===== src/rtl/mult_pkg.sv =====
// Shared types and width helpers for the parametrised sequential multiplier controller.
package mult_pkg;

    typedef enum logic [2:0] {
        IDLE      = 3'b000,
        CALC      = 3'b001,
        CALC_DONE = 3'b100,
        ERR       = 3'b101
    } state_t;

    function automatic int clog2_min1(input int v);
        return ($clog2(v) < 1) ? 1 : $clog2(v);
    endfunction

    function automatic int sel_width(input int s);
        return clog2_min1(s);
    endfunction

    // Shift select must reach 2*(S-1), the sum of the two largest segment indices.
    function automatic int shift_width(input int s);
        return clog2_min1(2 * s - 1);
    endfunction

    function automatic int cnt_width(input int s);
        return clog2_min1(s * s);
    endfunction

    function automatic bit widths_legal(input int width, input int nib);
        return (nib > 0) && (width % nib == 0) && (width / nib >= 2);
    endfunction

endpackage


===== src/rtl/mult_step_cnt.sv =====
// Nested segment counter: j is the inner loop, i advances when j wraps.
module mult_step_cnt #(
    parameter int S  = 4,
    parameter int SW = 2
) (
    input  logic          clk,
    input  logic          reset_a,
    input  logic          clr,
    input  logic          en,
    output logic [SW-1:0] i,
    output logic [SW-1:0] j,
    output logic          last
);

    localparam logic [SW-1:0] SMAX = SW'(S - 1);

    logic [SW-1:0] i_q, i_d;
    logic [SW-1:0] j_q, j_d;

    always_ff @(posedge clk or negedge reset_a) begin
        if (!reset_a) begin
            i_q <= '0;
            j_q <= '0;
        end else begin
            i_q <= i_d;
            j_q <= j_d;
        end
    end

    // Both counters wrap together after the final step, so no separate clear is needed there.
    always_comb begin
        i_d = i_q;
        j_d = j_q;
        if (clr) begin
            i_d = '0;
            j_d = '0;
        end else if (en) begin
            if (j_q == SMAX) begin
                j_d = '0;
                i_d = (i_q == SMAX) ? '0 : i_q + 1'b1;
            end else begin
                j_d = j_q + 1'b1;
            end
        end
    end

    assign i    = i_q;
    assign j    = j_q;
    assign last = (i_q == SMAX) && (j_q == SMAX);

endmodule


===== src/rtl/mult_control_param.sv =====
// Controller sequencing a WIDTH x WIDTH product through one NIB x NIB multiplier.
module mult_control_param
    import mult_pkg::*;
#(
    parameter int WIDTH = 16,
    parameter int NIB   = 4,
    localparam int S    = WIDTH / NIB,
    localparam int SW   = sel_width(S),
    localparam int SHW  = shift_width(S),
    localparam int CW   = cnt_width(S)
) (
    input  logic           clk,
    input  logic           reset_a,
    input  logic           start,
    input  logic           abort,
    output logic [SW-1:0]  a_sel,
    output logic [SW-1:0]  b_sel,
    output logic [SHW-1:0] shift_sel,
    output logic [CW-1:0]  step_cnt,
    output logic [2:0]     state_out,
    output logic           clk_ena,
    output logic           sclr_n,
    output logic           done,
    output logic           busy,
    output logic           err
);

    if (!widths_legal(WIDTH, NIB)) begin : g_bad_width
        $error("mult_control_param: WIDTH must be a multiple of NIB with WIDTH/NIB >= 2");
    end

    state_t        state_q, state_d;
    logic          cnt_clr, cnt_en, last;
    logic [SW-1:0] i, j;

    mult_step_cnt #(
        .S  (S),
        .SW (SW)
    ) u_step_cnt (
        .clk     (clk),
        .reset_a (reset_a),
        .clr     (cnt_clr),
        .en      (cnt_en),
        .i       (i),
        .j       (j),
        .last    (last)
    );

    always_ff @(posedge clk or negedge reset_a) begin
        if (!reset_a) begin
            state_q <= IDLE;
        end else begin
            state_q <= state_d;
        end
    end

    always_comb begin
        state_d   = state_q;
        clk_ena   = 1'b0;
        sclr_n    = 1'b1;
        done      = 1'b0;
        a_sel     = '0;
        b_sel     = '0;
        shift_sel = '0;
        cnt_clr   = 1'b0;
        cnt_en    = 1'b0;
        unique case (state_q)
            IDLE: begin
                if (start) begin
                    clk_ena = 1'b1;
                    sclr_n  = 1'b0;
                    cnt_clr = 1'b1;
                    state_d = CALC;
                end
            end
            CALC: begin
                // abort beats start; a stray start mid-product is a protocol error.
                if (abort) begin
                    cnt_clr = 1'b1;
                    state_d = IDLE;
                end else if (start) begin
                    state_d = ERR;
                end else begin
                    clk_ena   = 1'b1;
                    a_sel     = i;
                    b_sel     = j;
                    shift_sel = SHW'(i) + SHW'(j);
                    cnt_en    = 1'b1;
                    if (last) begin
                        state_d = CALC_DONE;
                    end
                end
            end
            CALC_DONE: begin
                done = 1'b1;
                if (start) begin
                    clk_ena = 1'b1;
                    sclr_n  = 1'b0;
                    cnt_clr = 1'b1;
                    state_d = CALC;
                end else begin
                    state_d = IDLE;
                end
            end
            ERR: begin
                if (start) begin
                    clk_ena = 1'b1;
                    sclr_n  = 1'b0;
                    cnt_clr = 1'b1;
                    state_d = CALC;
                end else if (abort) begin
                    state_d = IDLE;
                end
            end
            default: begin
                cnt_clr = 1'b1;
                state_d = IDLE;
            end
        endcase
    end

    assign step_cnt  = CW'(i) * CW'(S) + CW'(j);
    assign state_out = state_q;
    assign busy      = (state_q == CALC);
    assign err       = (state_q == ERR);

endmodule


===== config.mk =====
export PLATFORM = sky130hd
export DESIGN_NAME = mult_control_param
export DESIGN_NICKNAME = d
export VERILOG_FILES = /design/src/rtl/mult_pkg.sv /design/src/rtl/mult_step_cnt.sv /design/src/rtl/mult_control_param.sv
export SDC_FILE = /design/constraint.sdc
export NUM_CORES = 1
export LEC_CHECK = 0
export BUFFER_PORTS_ARGS = -buffer_cell sky130_fd_sc_hd__buf_2
export CORE_AREA = 2 2 39 41
export DETAILED_ROUTE_END_ITERATION = 16
export DIE_AREA = 0 0 41 43
export SETUP_SLACK_MARGIN = 0.3
export SYNTH_ARGS = -nofsm -noshare
export SYNTH_HDL_FRONTEND = slang
export SYNTH_HIERARCHICAL = 1
export SYNTH_SLANG_ARGS = --single-unit

===== constraint.sdc =====
create_clock -name clk -period 5 [get_ports clk]
set_input_delay 0.25 -clock clk [delete_from_list [all_inputs] [get_ports clk]]
set_output_delay 0.25 -clock clk [all_outputs]
set_load 0.005 [all_outputs]

==> metrics.txt <==
status=finished clean; clock insertion delay at the later pin of the skew report=240 ps; Buf/Inv on CP=2; number of setup buffers added after CTS=0; Initial Util=0.339; Final Cell Area=608 µm²; global placement routability congestion=0.706; Synth async-reset ratio=1.00; TritonCTS clock tree=yes; layout cells sized above 1=0.421; Total Power=0.125 mW; R2R Setup Slk=3320 ps; Clock Root Buffer=clkbuf_4; total CTS buffers=3; Final Net Count=86; Die ar.=1760 µm²; top post-synthesis cells by area=dfrtp_1, ha_1, and2_1, nand2_1, nor2_1; Seq/Total Area, Yosys=0.320; PwrDens=205 nW/µm²; setup violators final=0; Required @ worst endpoint=4750 ps; Cells on Worst Hold Path=4; vias in the first global route=288; hold_sp=abort; syn_area_per_cell=8.85 µm²; grt ovf=0; Cell Area, Synth=469 µm²; CTS H-tree lvls=1; achievable clock frequency=0.538 GHz; period utilisation layout=0.372; DRC viols=0; post-synth top area cell=dfrtp_1; Buffers on Ports=21; CP max stage cell=dfrtp_1; dpl hpwl=723 µm; max-cap viol count=0; hold crit path type=primary input to flop; Post-synth EDFFs=0; post-route ant nets=0; CTS Hold Buffers Added=1; CP Class=flop to primary output; largest net degree at the start of global routing=11; first-pass GRT wire length=1170 µm; Die Wd=41 µm; Routed WL=871 µm; # clock sinks=6; vias per cell=4.45; CP arrival=1610 ps; Worst Setup End Kind=primary output; worst path cell trace=nand2b_4 > or3_1 > clkinv_2 > and2_1 > buf_2; Crit Reg-Reg Startpoint=state_out[2]; core area=1380 µm²; Top delay family on crit path=simple AND/OR/NAND/NOR gates; Slew Viols, Final=0; clock-pin slew on the worst setup and hold paths=40 ps; GRT Total Usage=0.103; Yosys cell types=27; Ys Warns=6; worst r2r dst=u_step_cnt/j[0]; Pleak=0.337 nW; vias post-DR=409; Synth-to-Final Area Change=29.6%; Tmin final=1860 ps; FF-to-FF path depth=5; die height=43 µm; Core Rows=14; final hold vios=0; DR iter-0 viols=3; Max VDD drop=0.111 mV; Hold Path End=state_out[2]; most frequent cells after synthesis=dfrtp_1, nand2_1, nor2_1, inv_1, and2_1; RSZ-0062 raised after global routing=no; Most used DFF post-synth=dfrtp_1; CP max stage delay=420 ps; Worst Path Max Fanout=10; ANT cells=0; setup_tns=0 ps; Yosys top cell area share=0.320; I/O pins=23; Fin Clk Skew=1.41 ps; CTS max path bufs=2; syn nets=61; initial antenna violation count=0; DR pass1 iterations=4; register bit total from synthesis=6; cts repair resizes=0; Worst setup SP type=flop; Mapped Cells=53; placed instance area=576 µm²; DR WL/cell=9.47 µm
==> flip-flops by register name, indices dropped and copies added (netlist names) <==
| register | count |
|---|---|
| u_step_cnt/i | 2 |
| u_step_cnt/j | 2 |
| state_out | 2 |
==> metal layers <==
| metal | wire length (µm) | global-route usage | vias to the layer above |
|---|---|---|---|
| met3 | 56 | 0.0157 | 2 |
| met5 | 0 | 0 | - |
| met4 | 10 | 0.100 | 0 |
| li1 | - | - | 214 |
| met1 | 399 | 0.131 | 182 |
| met2 | 405 | 0.138 | 11 |
==> where the power goes <==
| group | switching (mW) | total, mW | internal (mW) | leakage [nW] |
|---|---|---|---|---|
| sequential | 0.00399 | 0.0554 | 0.0514 | 0.0806 |
| combinational | 0.0137 | 0.0269 | 0.0132 | 0.243 |
| clock | 0.0156 | 0.0426 | 0.0270 | 0.0138 |
==> kinds of logic after synthesis <==
logic type / synth area share
and+or+nand+nor: 0.317
buffers and inverters: 0.0907
AOI/OAI and AO/OA: 0.120
DFF: 0.320
adders and majority gates: 0.123
muxes: 0.0213
other: 0.00799
==> how the worst max path moves through the flow <==
stage / slack (ps) / end / depth (start not counted) / start
4_1_cts: 3120 / b_sel[0] / 5 / state_out[2]
3_3_place_gp: 3340 / u_step_cnt/j[0] / 5 / state_out[2]
3_5_place_dp: 3320 / u_step_cnt/j[0] / 5 / state_out[2]
6_report: 3140 / b_sel[0] / 5 / state_out[2]
5_1_grt: 3020 / b_sel[0] / 5 / state_out[2]
2_1_floorplan: 3360 / u_step_cnt/j[0] / 6 / state_out[2]
==> stage by stage <==
stage | util | hold WS, ps | std cells | worst slack, ps
final | 0.439 | 303 | 92 | 3140
after global routing | 0.439 | 331 | 92 | 3020
after CTS | 0.439 | 301 | 92 | 3120
after detailed placement | 0.416 | 81.8 | 88 | 3320
after global placement | 0.416 | 80.0 | 88 | 3340
after floorplan | - | -45.6 | 53 | 3360
==> placed cells by master, fill, tap and decap left out, types with 2 or more instances in the layout <==
cell      instances
clkbuf_4          3
a21bo_2           2
dfrtp_1           6
inv_1             5
and2_1            4
nor2_1            6
ha_1              3
nand2_1           6
a21oi_1           2
buf_2            21
==> layout make-up <==
cell class	instances	area [µm²]
fillers	152	776
multi-input cells	39	277
flip-flops and latches	6	150
repair buffers	22	115
inverters	6	23.8
clock buffers	3	22.5
well taps	16	20.0
==> worst register-to-register path, cell delays in order (launching register included) <==
cell and delay, ps:
dfrtp_1 420, nand2b_4 170, or3_1 400, clkinv_2 140, or3b_1 370, a21oi_2 110
No activity file was read; power rests on OpenSTA's default activity.
